===== config.mk =====
export PLATFORM = sky130hd
export DESIGN_NAME = bus_fabric
export DESIGN_NICKNAME = d
export VERILOG_FILES = /design/src/rtl/bus_fabric.sv
export SDC_FILE = /design/constraint.sdc
export NUM_CORES = 1
export LEC_CHECK = 0
export ABC_CLOCK_PERIOD_IN_PS = 1300
export CAP_MARGIN = 10
export CORE_AREA = 2 2 87 89
export DETAILED_ROUTE_END_ITERATION = 8
export DIE_AREA = 0 0 89 91
export PLACE_DENSITY = 0.69
export RECOVER_POWER = 50
export SLEW_MARGIN = 40
export SYNTH_ARGS = -nofsm -noshare
export SYNTH_HDL_FRONTEND = slang
export SYNTH_SLANG_ARGS = --single-unit
export TNS_END_PERCENT = 10

===== constraint.sdc =====
create_clock -name clk -period 1.3 [get_ports clk]
set_input_delay 0.195 -clock clk [delete_from_list [all_inputs] [get_ports clk]]
set_output_delay 0.195 -clock clk [all_outputs]
set_load 0.01 [all_outputs]

===== src/rtl/bus_fabric.sv =====
// Slave-bus datapath behind the two-master arbiter: master mux, address decode,
// registered read return and decode-error pulse.
module bus_fabric #(
    parameter int            AW      = 8,
    parameter int            DW      = 32,
    parameter logic [AW-1:0] S0_BASE = AW'(8'h00),
    parameter logic [AW-1:0] S1_BASE = AW'(8'h20),
    parameter logic [AW-1:0] S_MASK  = AW'(8'hE0)
) (
    input  logic          clk,
    input  logic          reset_n,
    input  logic          M0_grant,
    input  logic          M1_grant,
    input  logic [AW-1:0] M0_address,
    input  logic          M0_wr,
    input  logic [DW-1:0] M0_dout,
    input  logic [AW-1:0] M1_address,
    input  logic          M1_wr,
    input  logic [DW-1:0] M1_dout,
    input  logic [DW-1:0] S0_dout,
    input  logic [DW-1:0] S1_dout,
    output logic [AW-1:0] S_address,
    output logic          S_wr,
    output logic [DW-1:0] S_din,
    output logic          S0_sel,
    output logic          S1_sel,
    output logic [DW-1:0] M_din,
    output logic          M_din_valid,
    output logic          bus_err
);

    logic       w_grantActive;
    logic       w_hit0;
    logic       w_hit1;
    logic [1:0] r_rdSel;
    logic       r_busErr;

    assign w_grantActive = M0_grant | M1_grant;

    // M0 wins a double grant; with no grant the bus is parked at zero.
    always_comb begin
        S_address = '0;
        S_wr      = 1'b0;
        S_din     = '0;
        if (M0_grant) begin
            S_address = M0_address;
            S_wr      = M0_wr;
            S_din     = M0_dout;
        end else if (M1_grant) begin
            S_address = M1_address;
            S_wr      = M1_wr;
            S_din     = M1_dout;
        end
    end

    assign w_hit0 = w_grantActive && ((S_address & S_MASK) == S0_BASE);
    assign w_hit1 = w_grantActive && ((S_address & S_MASK) == S1_BASE) && !w_hit0;
    assign S0_sel = w_hit0;
    assign S1_sel = w_hit1;

    // The read owner is captured here so a grant change after issue cannot redirect returned data.
    always_ff @(posedge clk or negedge reset_n) begin
        if (!reset_n) begin
            r_rdSel  <= 2'b00;
            r_busErr <= 1'b0;
        end else begin
            r_rdSel  <= {w_hit1 & ~S_wr, w_hit0 & ~S_wr};
            r_busErr <= w_grantActive & ~w_hit0 & ~w_hit1;
        end
    end

    always_comb begin
        M_din = '0;
        case (r_rdSel)
            2'b01:   M_din = S0_dout;
            2'b10:   M_din = S1_dout;
            default: M_din = '0;
        endcase
    end

    assign M_din_valid = |r_rdSel;
    assign bus_err     = r_busErr;

endmodule


======== Word-level counts from Yosys, hierarchy flattened ========
Index checks and enable logic that the tools add are counted.
operators by class
  shift-type cells ........................ 0
  bitwise logic cells ..................... 8
  muxes and demuxes ....................... 7
  equality and inequality tests ........... 3
  $mul .................................... 0
  divide/modulo/power cells ............... 0
  $lt $le $gt $ge ......................... 0
  reductions and logical operators ........ 6
  add/subtract/negate cells ............... 0
operators with widths
  cell                                           number
  2-to-1 mux 32 bit                              2
  case mux 32 bit (2 select lines)               1
  2-to-1 mux 8 bit                               2
  logical NOT 8 bit                              1
  bitwise AND 1 bit                              4
  == test 3 x 1 -> 1 bit, second input constant  1
  logical AND 1 bit                              3
  inverter 1 bit                                 3
  == test 2 x 1 -> 1 bit, second input constant  1
  == test 2 bit, second input constant           1
  2-to-1 mux 1 bit                               2
  OR reduction 2 bit                             1
  logical NOT 1 bit                              1
  bitwise OR 1 bit                               1
storage, ports and cells
  output and inout port bits .............. 77
  latch bits .............................. 0
  flip-flop bits (word level) ............. 3
  RAM bits ................................ 0
  memories ................................ 0
  memory bits (read-only) ................. 0
  input port bits ......................... 150
  logic and storage cells ................. 26

======== Depth between registers and ports, before layout ========
Gate-level depths: netlist of run 1.
  depth in word-level cells ............... 8
  depth in mapped cells ................... 6
  depth with buffers taken out ............ 4

======== Worst setup path after synthesis of run 1 ========
No wires, ideal clock.
  kind .................................... reg2out
  start point ............................. reg r_rdSel[1]
  end point ............................... out M_din[16]
  required time ........................... 1.105 ns
  setup slack ............................. -0.124 ns
  arrival ................................. 1.229 ns
  path buffers ............................ 1
  stages on the path, launching flop included .. 6
  path through ............................ dfrtp_1 inv_1 ha_1 clkbuf_1 a22oi_1 nor2b_1
between the ends
  cells in the longest elaborated chain, start to end .. 2
  elaborated cells on any way between the ends .. 3
  those cells by class .................... eq/ne: 2; mux: 1
RTL lines
  what                                                     RTL line  text
  from (decl)                                              35        logic [1:0] r_rdSel;
  from (signal assigned)                                   67        r_rdSel <= {w_hit1 & ~S_wr, w_hit0 & ~S_wr};
  == test 2 bit or == test 2 x 1 -> 1 bit (tied branches)  74        case (r_rdSel)
  case mux 32 bit (2 select lines) (*)                     74
  to (decl)                                                27        output logic [DW-1:0] M_din,
Every way passes the cells marked *; elsewhere a longest branch is shown, timed or not.

======== Worst setup path in the final report of run 1 ========
  start point ............................. reg r_rdSel[0]
  end point ............................... out M_din[17]
The elaborated chain is that of the path after synthesis.

==> impl_results.md, run 1 <==
- Routed vias: 2149
- Placed Instance Area: approximately 0.0036 sq mm
- Critical Path AT: 1.53 ns
- CP top delay family: buffers and inverters
- Gpl congestion: between 0.7 and 0.8
- Root buf cell: clkbuf_8
- CP max stage delay: 0.38 ns
- CP startpoint kind: register
- Crit path kind: reg2out
- Hold WC Path Type: in2async
- Vias per inst: 4.40
- Gate power share: 77.2%
- Area of the core: 0.00714 sq mm
- Required time of the critical path: ~1.1 ns
- CTS sink cnt: 3
- Input/output buffers: 226
- RSZ-0062 raised after global routing: true
- Async set-reset flop share out of synthesis: 100%
- YS warnings: 0
- Total Wirelength: 7800 um
- FMAX: 579 MHz
- Final setup fails: 42
- Syn Inst Count: 147
- Leakage Power: 1.57 nW
- Hold Vio Cnt, Final: 0
- Clock Power Share: between 15 and 20%
- Relative max-transition margin: 83.3%
- Failing checks: negative setup slack
- Sw Pwr: 0.508 mW
- I/O pin count: ~230
- Tcrit/Tclk final: 133%
- Top sig layer: met4
- Vias in the first global route: about 2200
- Min Hold Slack: around 0.24 ns
- Die height: 91 um
- CP endpoint kind: output port
- Int Pwr: 1.13 mW
- Setup crit start: r_rdSel[0]
- Hold Buf Count CTS: 0
- Area growth syn-to-layout: 234%
- Post-synthesis sequential area ratio: 6.69%
- # DRC: 0
- Worst-Margin Slew: roughly 0.25 ns
- Power Dens Cells: 436 mW/mm^2
- 1st-pass router iterations: 3
- Main flop type after synthesis: dfrtp_1
- Reg clk slew, reported paths: roughly 0.030 ns
- Setup TNS: -13.35 ns
- Maximum vdd drop: 0.000204 V
- Post-route ant nets: 0
- Total global routing overflow: 0
- Post-synth EDFFs: 0
- Inserted Clock Buffers: 3
- Total power: 1.63 mW
- Synth unique cells: 17
- Htree depth: 1
- Tmin final: 1.73 ns
- Met3 WL post-DR: 981 um
- Largest net degree at the start of global routing: 27
- CP cell instances: buf_6 -> ha_4 -> buf_12 -> buf_16 -> a22oi_2 -> nor2b_2 -> buf_2
- Status: finished with violations
- Max clock buf depth: 2
- Share of power burned in registers: under 10%
- Tot GR Track Use: 17.2%
- Slowest cell on crit path: dfrtp_1
- Initial Util: 15.7%
- Core Rows: 31
- Crit path max fanout: 8
- Sw frac: a little under a third
- Layout Nets: 543
- Initial antenna violation count: 0
- Share of post-route cells with drive strength above 1: 39.6%
- Syn Area/Cell: 7.63 sq um
- Synth Register Bits: 3
- Slew Limit Fails: 0
- Syn Nets: 300
- First-pass GRT wire length: 10900 um
- Metal1 wirelength: 2340 um
- Worst slack, placed: -0.742 ns
- CTS tree: built
- DR WL met2: 4460 um
- Detail Placement HPWL: ~6000 um
- Die width: 89 um
- Max cap viols: 0
- Synth Cell Area: 0.00112 sq mm
- Worst Path Buf+Inv: 4
- Post-route cell area: 0.00375 sq mm
- DRT iter0 DRCs: 24
- Wirelength per Cell: 16.0 um
- Fin worst setup slack: -0.427 ns
- DIE AREA: 0.00810 sq mm
- Final antenna diode count: 0
[synth_stat cells, types with 2 or more instances]
cell type / n / area (sq um)
clkbuf_1: 8 / 30.0
nor3_2: 2 / 20.0
ha_1: 3 / 37.5
a22oi_1: 32 / 240
nand2_1: 2 / 7.51
buf_6: 3 / 33.8
inv_1: 5 / 18.8
nor2_1: 2 / 7.51
nor2b_1: 33 / 206
o21ai_0: 3 / 15.0
dfrtp_1: 3 / 75.1
a22o_1: 39 / 342
buf_2: 8 / 40.0
[flip-flops by register name, indices dropped and copies added (netlist names)]
| register | flops |
|---|---|
| r_rdSel | 2 |
| bus_err | 1 |
[power by group through the flow]
stage / clock [mW] / combinational [mW] / sequential [mW]
floorplan: 0 / 0.374 / 0.105
global placement: 0 / 1.17 / 0.103
detailed placement: 0 / 1.18 / 0.104
CTS: 0.279 / 1.29 / 0.104
global route: 0.286 / 1.34 / 0.105
finish: 0.269 / 1.26 / 0.104
[worst paths after layout]
| path | to | slack [ns] | cells after the start |
|---|---|---|---|
| min | r_rdSel[1] | 0.24 | 1 |
| max | M_din[17] | -0.43 | 7 |
| max in group asynchronous | bus_err | 0.92 | 1 |
| min in group clk | bus_err | 0.53 | 4 |
[metrics by stage]
| step | std cells | util, % |
|---|---|---|
| after floorplan | 147 | - |
| after global placement | 468 | 49.9 |
| after detailed placement | 468 | 49.9 |
| after CTS | 488 | 53.7 |
| after global routing | 488 | 52.6 |
| final | 488 | 52.6 |
[cell usage in the layout, fill, tap and decap left out, drive strengths merged]
| cell | n |
|---|---|
| clkdlybuf4s50 | 142 |
| buf | 98 |
| a22o | 39 |
| nor2b | 34 |
| a22oi | 33 |
| clkdlybuf4s15 | 8 |
| dlygate4sd2 | 6 |
| clkbuf | 6 |
| inv | 5 |
| o21ai | 4 |
| ha | 3 |
| dfrtp | 3 |
| nand2 | 2 |
| nor2 | 2 |
| nor3 | 2 |
| a21oi | 1 |
| dlygate4sd3 | 1 |
[cell families (layout without fill, tap and decap cells)]
logic type               after synthesis  count (layout)  synth area share (%)
AO/OA/AOI/OAI                         77              77                  56.3
buffers and inverters                 24             266                  10.9
flip-flops                             3               3                  6.69
AND/OR/NAND/NOR                       40              40                  22.7
adder cells (fa/ha/maj)                3               3                  3.34
[metal layers]
| metal | vias to the layer above | track usage [%] |
|---|---|---|
| li1 | 1059 | - |
| met5 | - | 0 |
| met2 | 130 | 36.7 |
| met4 | 0 | 2.61 |
| met1 | 958 | 14.9 |
| met3 | 2 | 5.18 |
[repair_timing]
item / 4_1_cts / 5_1_grt
endpoints found under the setup margin: 78 / 54
buffers inserted: 10 / 0
pin swaps: 7 / 3
gates resized for setup: 350 / 17
gates cloned: 6 / 1
endpoints found under the hold margin: 0 / 0
[layout make-up]
class	count	area (sq um)
fillers	705	3390
repair buffers	257	2360
multi-input cells	120	1120
well taps	99	124
flip-flops and latches	3	75.1
clock buffers	4	45.0
inverters	5	21.3
(Power assumes the default switching activity.)
==> run 2: changes to the inputs <==
--- a/config.mk
+++ b/config.mk
@@ -8,6 +8,7 @@
 export ABC_CLOCK_PERIOD_IN_PS = 1300
 export CAP_MARGIN = 10
 export CORE_AREA = 2 2 87 89
+export CTS_CLUSTER_DIAMETER = 200
 export DETAILED_ROUTE_END_ITERATION = 8
 export DIE_AREA = 0 0 89 91
 export PLACE_DENSITY = 0.69
==> results of run 2 <==
Same layout as run 1: the final DEF is identical, and so are final timing and power.
==> run 3: changes to the inputs <==
--- a/config.mk
+++ b/config.mk
@@ -13,6 +13,7 @@
 export DIE_AREA = 0 0 89 91
 export PLACE_DENSITY = 0.69
 export RECOVER_POWER = 50
+export SETUP_SLACK_MARGIN = 0.02
 export SLEW_MARGIN = 40
 export SYNTH_ARGS = -nofsm -noshare
 export SYNTH_HDL_FRONTEND = slang
==> impl_results.md, run 3 (synthesis results as in run 1) <==
- Hold Vio Cnt, Final: 0
- Largest register by flop count: r_rdSel
- Min Hold Slack: 0.228 ns
- Placed cells: 470
- Relative max-transition margin: between 80 and 90%
- Post-route cell area: 0.00376 sq mm
- Die height: 91 um
- Final antenna diode count: 0
- DRT iter0 DRCs: 16
- Non-filler cells, final: 487
- Largest net degree at the start of global routing: 23
- Area of the multi-input gates: about 0.0012 sq mm
- Routed vias: 2194
- FMAX: 593 MHz
- CP startpoint kind: register
- Placed Instance Area: around 0.0037 sq mm
- Area of the core: approximately 0.007 sq mm
- Inserted Clock Buffers: 3
- Worst-Margin Slew: 0.195 ns
- Sw frac: 31.7%
- Hold WC Path Type: in2async
- Max cap viols: 0
- Most frequent cells in the layout: clkdlybuf4s50_1, buf_2, a22o_1
- # DRC: 0
- Critical Path AT: 1.49 ns
- Gpl congestion: 0.744
- Total global routing overflow: 0
- Register area: 75.1 sq um
- Worst slack, placed: -0.805 ns
- Share of post-route cells with drive strength above 1: between 40 and 50%
- Failing checks: negative setup slack
- Setup TNS: -10.93 ns
- Htree depth: 1
- RSZ-0062 raised after global routing: true
- Power Dens Cells: 436 mW/mm^2
- Initial Util: 15.7%
- Final setup fails: 33
- Maximum vdd drop: 0.000195 V
- Total Wirelength: 7780 um
- Int Pwr: 1.12 mW
- Max clock buf depth: 2
- CTS sink cnt: 3
- Tmin final: approximately 1.7 ns
- Sw Pwr: 0.519 mW
- Tcrit/Tclk final: 130%
- Initial antenna violation count: 0
- Crit path max fanout: 8
- I/O pin count: 227
- Status: finished with violations
- Leakage Power: 1.56 nW
- CTS tree: built
- Wirelength per Cell: 16.0 um
- Die width: 89 um
- Input/output buffers: between 200 and 250
- CP max stage delay: 0.42 ns
- Slowest cell on crit path: dfrtp_1
- Vias in the first global route: approximately 2300
- Tot GR Track Use: 17.8%
- Vias per inst: 4.51
- Reg clk slew, reported paths: about 0.03 ns
- First-pass GRT wire length: 11400 um
- Core Rows: 31
- CP cell instances: ha_4 -> buf_4 -> buf_12 -> a22oi_2 -> nor2b_2 -> buf_2
- Hold Buf Count CTS: 0
- Commonest non-fill, non-tap cell in the layout: clkdlybuf4s50_1
- CP endpoint kind: output port
- Layout Nets: between 500 and 600
- 1st-pass router iterations: 4
- Max reg flops: 2
- Post-route ant nets: 0
- Clock Power Share: around 17%
- Crit path kind: reg2out
- Slew Limit Fails: 0
- Gate power share: 77.1%
- Area growth syn-to-layout: 235%
- Share of power burned in registers: 6.4%
- Root buf cell: clkbuf_8
- Fin worst setup slack: -0.385 ns
- DIE AREA: a little over 0.008 sq mm
- Filler Cell Count: 720
- Required time of the critical path: 1.11 ns
- Detail Placement HPWL: 5800 um
==> run 3: cell types whose count changed in the layout (fill, tap and decap cells not counted), sizes merged <==
cell           delta
buf               +1
clkdlybuf4s50     -1
dlygate4sd2       -1
clkbuf            +7
clkdlybuf4s15     -7
==> run 3: per-layer routing <==
metal | wire [um] | up-vias | global-route usage, %
met2 | 4430 | 132 | 38.2
met5 | 0 | - | 0
met3 | 925 | 2 | 4.45
met4 | 21 | 0 | 3.86
met1 | 2400 | 1005 | 15.4
li1 | - | 1055 | -
==> run 3: per-stage QoR <==
stage | utilization [%] | power (mW)
2_1_floorplan | - | 0.502
3_3_place_gp | 51.4 | 1.31
3_5_place_dp | 51.4 | 1.32
4_1_cts | 54.0 | 1.69
5_1_grt | 52.6 | 1.73
6_report | 52.6 | 1.64
==> run 3: worst max-delay path, delay by kind of cell (launching register included) <==
family                     cells  cell delay (ns)
adders and majority gates      1             0.19
DFF                            1             0.42
buffers and inverters          3             0.41
and+or+nand+nor                1             0.05
AOI/OAI and AO/OA              1             0.20
==> run 3: path summary, 6_finish.rpt <==
path	start	to	slack (ns)	cells after the start
max in group asynchronous	reset_n	bus_err	0.93	1
max	r_rdSel[0]	M_din[0]	-0.39	6
min	reset_n	r_rdSel[1]	0.23	1
min in group clk	M0_grant	bus_err	0.52	4
==> run 3: timing repair <==
item,4_1_cts,5_1_grt
resized for setup,368,15
pin swaps,8,14
setup buffers,7,2
cloned,8,0
setup endpoints to repair,78,45
==> run 3: power groups by stage <==
stage / clock network, mW / registers [mW] / logic, mW
floorplan: 0 / 0.105 / 0.397
global placement: 0 / 0.103 / 1.21
detailed placement: 0 / 0.104 / 1.22
CTS: 0.280 / 0.104 / 1.31
global route: 0.286 / 0.105 / 1.34
finish: 0.271 / 0.104 / 1.26
==> run 3: cell type report <==
class / instances / share of cell area [%]
timing repair buffer: 256 / 60.9
sequential: 3 / 2.00
tap: 99 / 3.30
inverter: 5 / 0.500
multi-input combinational: 120 / 32.1
clock buffer: 4 / 1.20
